$ cat src/rtl/hilo_mul_ctrl_if.sv
// Execute-stage and multiplier-side signals of the HI/LO multiply controller.
// The master modport is the controller; the slave modport is the surrounding pipeline and multiplier.
interface hilo_mul_ctrl_if;
    logic        flush;
    logic        op_valid;
    logic [5:0]  op;
    logic [31:0] rs_data;
    logic [31:0] rt_data;
    logic        stall_req;
    logic [31:0] mf_data;
    logic [31:0] hi_out;
    logic [31:0] lo_out;
    logic [31:0] mul_x;
    logic [31:0] mul_y;
    logic [5:0]  mul_op;
    logic        mul_ce;
    logic [31:0] mul_hi;
    logic [31:0] mul_lo;

    modport master (
        input  flush, op_valid, op, rs_data, rt_data, mul_hi, mul_lo,
        output stall_req, mf_data, hi_out, lo_out, mul_x, mul_y, mul_op, mul_ce
    );

    modport slave (
        output flush, op_valid, op, rs_data, rt_data, mul_hi, mul_lo,
        input  stall_req, mf_data, hi_out, lo_out, mul_x, mul_y, mul_op, mul_ce
    );
endinterface

$ cat src/rtl/hilo_mul_ctrl.sv
// HI/LO register owner and issue controller for a fixed-latency multiplier:
// launches MULT/MULTU with a start pulse, stalls until the product is due, then captures it.
module hilo_mul_ctrl #(
    parameter int unsigned MUL_LATENCY = 6,
    parameter logic [5:0]  INSN_MFHI   = 6'h10,
    parameter logic [5:0]  INSN_MTHI   = 6'h11,
    parameter logic [5:0]  INSN_MFLO   = 6'h12,
    parameter logic [5:0]  INSN_MTLO   = 6'h13,
    parameter logic [5:0]  INSN_MULT   = 6'h18,
    parameter logic [5:0]  INSN_MULTU  = 6'h19
) (
    input logic             clk,
    input logic             reset,
    hilo_mul_ctrl_if.master bus
);

    localparam logic [3:0] LAT = 4'(MUL_LATENCY);

    typedef enum logic [1:0] {StIdle, StIssue, StWait} state_t;

    state_t      state;
    logic [3:0]  cnt;
    logic [31:0] hi;
    logic [31:0] lo;
    logic [31:0] x;
    logic [31:0] y;
    logic [5:0]  mop;
    logic        is_mul;

    assign is_mul = (bus.op == INSN_MULT) || (bus.op == INSN_MULTU);

    always_ff @(posedge clk or posedge reset) begin
        if (reset) begin
            state <= StIdle;
            cnt   <= 4'd0;
            hi    <= 32'd0;
            lo    <= 32'd0;
            x     <= 32'd0;
            y     <= 32'd0;
            mop   <= 6'd0;
        end else if (bus.flush) begin
            // Flush wins over everything, including the capture cycle.
            state <= StIdle;
            cnt   <= 4'd0;
        end else begin
            unique case (state)
                StIdle: begin
                    if (bus.op_valid) begin
                        if (is_mul) begin
                            x     <= bus.rs_data;
                            y     <= bus.rt_data;
                            mop   <= bus.op;
                            state <= StIssue;
                        end else if (bus.op == INSN_MTHI) begin
                            hi <= bus.rs_data;
                        end else if (bus.op == INSN_MTLO) begin
                            lo <= bus.rs_data;
                        end
                    end
                end
                StIssue: begin
                    cnt   <= 4'd1;
                    state <= StWait;
                end
                StWait: begin
                    if (cnt == LAT) begin
                        hi    <= bus.mul_hi;
                        lo    <= bus.mul_lo;
                        cnt   <= 4'd0;
                        state <= StIdle;
                    end else begin
                        cnt <= cnt + 4'd1;
                    end
                end
                default: begin
                    state <= StIdle;
                    cnt   <= 4'd0;
                end
            endcase
        end
    end

    always_comb begin
        bus.mf_data = 32'd0;
        if (state == StIdle && bus.op_valid && !bus.flush) begin
            if (bus.op == INSN_MFHI) begin
                bus.mf_data = hi;
            end else if (bus.op == INSN_MFLO) begin
                bus.mf_data = lo;
            end
        end
    end

    // The accepting cycle already stalls so upstream holds the MULT until issue completes.
    assign bus.stall_req = (state != StIdle) || (bus.op_valid && is_mul);
    assign bus.mul_ce    = (state == StIssue) && !bus.flush;
    assign bus.mul_x     = x;
    assign bus.mul_y     = y;
    assign bus.mul_op    = mop;
    assign bus.hi_out    = hi;
    assign bus.lo_out    = lo;

endmodule

$ cat src/flat_wrapper.sv
// flat-port wrapper written by rule: the top's interface ports become plain ports
module hilo_mul_ctrl_flat 
#(
    parameter int unsigned MUL_LATENCY = 6,
    parameter logic [5:0]  INSN_MFHI   = 6'h10,
    parameter logic [5:0]  INSN_MTHI   = 6'h11,
    parameter logic [5:0]  INSN_MFLO   = 6'h12,
    parameter logic [5:0]  INSN_MTLO   = 6'h13,
    parameter logic [5:0]  INSN_MULT   = 6'h18,
    parameter logic [5:0]  INSN_MULTU  = 6'h19
)
  (clk, reset, bus_flush, bus_op_valid, bus_op, bus_rs_data, bus_rt_data, bus_mul_hi, bus_mul_lo, bus_stall_req, bus_mf_data, bus_hi_out, bus_lo_out, bus_mul_x, bus_mul_y, bus_mul_op, bus_mul_ce);
  hilo_mul_ctrl_if bus_i ();
  input logic clk;
  input logic reset;
  input wire logic [$bits(bus_i.flush)-1:0] bus_flush;
  input wire logic [$bits(bus_i.op_valid)-1:0] bus_op_valid;
  input wire logic [$bits(bus_i.op)-1:0] bus_op;
  input wire logic [$bits(bus_i.rs_data)-1:0] bus_rs_data;
  input wire logic [$bits(bus_i.rt_data)-1:0] bus_rt_data;
  input wire logic [$bits(bus_i.mul_hi)-1:0] bus_mul_hi;
  input wire logic [$bits(bus_i.mul_lo)-1:0] bus_mul_lo;
  output wire logic [$bits(bus_i.stall_req)-1:0] bus_stall_req;
  output wire logic [$bits(bus_i.mf_data)-1:0] bus_mf_data;
  output wire logic [$bits(bus_i.hi_out)-1:0] bus_hi_out;
  output wire logic [$bits(bus_i.lo_out)-1:0] bus_lo_out;
  output wire logic [$bits(bus_i.mul_x)-1:0] bus_mul_x;
  output wire logic [$bits(bus_i.mul_y)-1:0] bus_mul_y;
  output wire logic [$bits(bus_i.mul_op)-1:0] bus_mul_op;
  output wire logic [$bits(bus_i.mul_ce)-1:0] bus_mul_ce;
  assign bus_i.flush = bus_flush;
  assign bus_i.op_valid = bus_op_valid;
  assign bus_i.op = bus_op;
  assign bus_i.rs_data = bus_rs_data;
  assign bus_i.rt_data = bus_rt_data;
  assign bus_i.mul_hi = bus_mul_hi;
  assign bus_i.mul_lo = bus_mul_lo;
  assign bus_stall_req = bus_i.stall_req;
  assign bus_mf_data = bus_i.mf_data;
  assign bus_hi_out = bus_i.hi_out;
  assign bus_lo_out = bus_i.lo_out;
  assign bus_mul_x = bus_i.mul_x;
  assign bus_mul_y = bus_i.mul_y;
  assign bus_mul_op = bus_i.mul_op;
  assign bus_mul_ce = bus_i.mul_ce;
  hilo_mul_ctrl #(.MUL_LATENCY(MUL_LATENCY), .INSN_MFHI(INSN_MFHI), .INSN_MTHI(INSN_MTHI), .INSN_MFLO(INSN_MFLO), .INSN_MTLO(INSN_MTLO), .INSN_MULT(INSN_MULT), .INSN_MULTU(INSN_MULTU)) u_core (.clk(clk), .reset(reset), .bus(bus_i));
endmodule
$ cat config.mk
export PLATFORM = sky130hd
export DESIGN_NAME = hilo_mul_ctrl_flat
export DESIGN_NICKNAME = d
export VERILOG_FILES = /design/src/rtl/hilo_mul_ctrl_if.sv /design/src/rtl/hilo_mul_ctrl.sv /design/src/flat_wrapper.sv
export SDC_FILE = /design/constraint.sdc
export NUM_CORES = 1
export LEC_CHECK = 0
export CAP_MARGIN = 25
export CORE_MARGIN = 2
export CORE_UTILIZATION = 42
export DETAILED_ROUTE_END_ITERATION = 10
export HOLD_SLACK_MARGIN = 0.08
export PLACE_DENSITY = 0.92
export SLEW_MARGIN = 0
export SYNTH_ARGS = -nofsm -noshare
export SYNTH_HDL_FRONTEND = slang
export SYNTH_SLANG_ARGS = --single-unit
$ cat constraint.sdc
create_clock -name clk -period 6.2 [get_ports clk]
set_input_delay 1.24 -clock clk [delete_from_list [all_inputs] [get_ports clk]]
set_output_delay 1.24 -clock clk [all_outputs]
set_load 0.1 [all_outputs]
==> results.tsv <==
stage	metric	value	unit
pwr	power.switching	2.13	mW
place	dp_slack	1.12	ns
pwr	p_comb_frac	0.473	
timing	period_minus_slack	5.08	ns
timing	clock.fmax	0.197	GHz
detailed_routing	vias	6167	
critical_path	critical_path.cell_chain	clkdlybuf4s50_1 > or4b_1 > nor3b_4 > buf_12 > a22oi_1 > nor2_1 > buf_4	
layout	num_antenna_cells	0	
synthesis	synth_flop_cell	dfrtp_1	
layout	layout_commonest_cell	clkdlybuf4s50_1	
critical_path	start_kind	primary input	
timing	skew	0.00795	ns
layout	syn_to_final_growth	57.1	%
global_route	grt_pass1_wl	32600	um
pwr	ir_drop	0.000223	V
hold_path	holdCritPathClass	register to register	
synthesis	synth_edf_count	0	
timing	drv_slew	0	
cts	cts_tree	built	
place	dp_hpwl	15000	um
critical_path	arrival	3.84	ns
cts	holdBufCountCts	0	
synthesis	synth_warnings	0	
synthesis	yosys.area.top_type	dfrtp_1	
timing	worstMarginPinSlew	1.04	ns
floorplanning	ioPinCount	306	
layout	mostFrequentLayoutCells	clkdlybuf4s50_1 (273), dfrtp_1 (140), mux2_2 (67), nand2_1 (67), a21oi_1 (66)	
cts	clock-sinks	140	
floorplanning	chipWidth	129	um
run	max_cap_violations	0	
floorplanning	coreArea	15300	um2
pwr	p_sw_frac	0.484	
global_route	grt_max_degree	103	
status	status	finished clean	
floorplanning	die_h	129	um
cts	cts_resized	0	
detailed_routing	drtPass1Iterations	5	
layout	layout-drive-gt1-share	0.169	
cts	cts_buffer_depth	2	
critical_path	crit_slowest_cell	or4b_1	
timing	setup_viol	0	
detailed_routing	drtAntennaViolNets	0	
critical_path	crit_path_end_kind	output pin	
detailed_routing	drc	0	
detailed_routing	drt_iter0_drc	348	
synthesis	synth_cell_types	32	
synthesis	synthesis.area	6610	um2
synthesis	syn_nets	750	
timing	fin_ws	1.12	ns
layout	fillCellCount	1127	
timing	hold_violations	0	
global_route	grt.total_usage	0.254	
pwr	p_leak	4.23	nW
synthesis	synth_area_per_cell	10.9	um2
critical_path	max_stage_delay	0.73	ns
layout	fin_nets	1027	
synthesis	synthCells	606	
detailed_routing	routed_wl	21300	um
place	place_congestion	0.800	
critical_path	critPathMaxFanout	21	
pwr	power_frac_seq	0.285	
synthesis	synth-seq-cells	140	
floorplanning	dieArea	16800	um2
cts	htreeDepth	4	
synthesis	yosysTopAreaCellShare	0.530	
timing	rsz0062_at_grt	no	
cts	insertion_delay	0.41	ns
timing	fin_setup_tns	0	ns
pwr	powerDensity	423	nW/um2
timing	finalCritPeriodShare	0.820	
detailed_routing	avgRoutedWirePerCell	19.2	um
place	io_buffers	305	
floorplanning	initial_core_util	0.432	
pwr	intPower	2.27	mW
critical_path	critPathRequiredTime	4.96	ns
cts	path_clk_slew	0.06	ns
synthesis	async_flop_share	1.00	
floorplanning	placementRows	45	
cts	numCtsBuffers	17	
synthesis	synth-seq-area-share	0.530	
detailed_routing	via_per_inst	5.57	
critical_path	crit_type	primary input to output pin	
timing	slew_headroom	0.307	
synthesis	ys_top_cells_by_area	dfrtp_1 (53%), mux2_2 (11%), a41oi_1 (8.5%)	
global_route	antenna_found_initial	0	
cts	cts_root_buf	clkbuf_16	
global_route	grt_pass1_vias	6238	
cts	post_cts_buffers	0	
global_route	overflow	0	
pwr	pwr-share-clk	0.242	
==> flip-flops by register name (all words and copies together) (netlist names) <==
name / flops
u_core.state: 2
u_core.cnt: 4
u_core.bus.mul_y: 32
u_core.bus.mul_op: 6
u_core.bus.mul_x: 32
u_core.bus.lo_out: 32
u_core.bus.hi_out: 32
==> critical path: cells and delay by family <==
| family | cells | cell delay [ns] |
|---|---|---|
| buffers and inverters | 3 | 0.97 |
| AND/OR/NAND/NOR | 3 | 1.51 |
| AO/OA/AOI/OAI | 1 | 0.11 |
==> per-stage QoR <==
stage / instance area (um2) / cells / total power [mW] / hold slack, ns / util
CTS: 10300 / 1105 / 4.42 / 0.474 / 0.676
detailed placement: 9720 / 1073 / 3.34 / 0.459 / 0.635
global placement: 9720 / 1073 / 3.31 / 0.453 / 0.635
global route: 10400 / 1107 / 4.54 / 0.481 / 0.678
floorplan: 6610 / 606 / 2.76 / 0.509 / -
finish: 10400 / 1107 / 4.39 / 0.468 / 0.678
==> cell families after synthesis <==
group | after synthesis | share of synthesized area
DFF | 140 | 0.530
buffers and inverters | 62 | 0.0445
and+or+nand+nor | 159 | 0.114
adders and majority gates | 6 | 0.0114
muxes | 69 | 0.117
AOI/OAI and AO/OA | 170 | 0.183
==> path summary, 6_finish.rpt <==
check                      slack, ns               endpoint            startpoint  depth (start not counted)
setup / recovery                1.12        bus_mf_data[31]             bus_op[2]                          7
hold / removal                  0.47   u_core.bus.mul_op[3]  u_core.bus.mul_op[3]                          1
setup reg to reg                3.29   u_core.bus.hi_out[9]       u_core.state[0]                          7
hold reg to reg                 0.47   u_core.bus.mul_op[3]  u_core.bus.mul_op[3]                          1
max in group asynchronous       3.70  u_core.bus.hi_out[25]                 reset                          3
min in group asynchronous       1.39   u_core.bus.mul_op[4]                 reset                          2
==> layer usage <==
metal  up-vias  global-route usage  share of wire
li1       2789                   -              -
met1      3014               0.291           0.37
met2       324               0.433           0.50
met3        40               0.103           0.10
met4         0              0.0860          0.022
met5         -                   0              0
==> layout make-up <==
type | count | area (um2) | share of cell area
clock buffer | 23 | 488 | 0.0470
clock inverter | 9 | 135 | 0.0130
inverter | 4 | 20.0 | 0.00193
multi-input combinational | 404 | 2860 | 0.275
sequential | 140 | 3500 | 0.337
tap | 211 | 264 | 0.0254
timing repair buffer | 316 | 3120 | 0.300
==> power groups by stage <==
stage | clock, mW | combinational [mW] | sequential [mW]
floorplan | 0 | 0.236 | 2.53
global placement | 0 | 2.06 | 1.26
detailed placement | 0 | 2.08 | 1.26
CTS | 1.08 | 2.08 | 1.25
global route | 1.13 | 2.14 | 1.27
finish | 1.06 | 2.08 | 1.25
==> synth_stat cells (4+ instances only) <==
master      n
dfrtp_1   140
buf_4       9
a21oi_1    66
nor2_1     39
clkbuf_1   25
ha_1        6
nand2_1    67
a41oi_1    64
inv_1       4
nor2b_1     4
buf_2      22
nand2b_1   35
mux2_2     67
a22oi_1    33
Note: power is estimated with default switching activity, not from simulation.
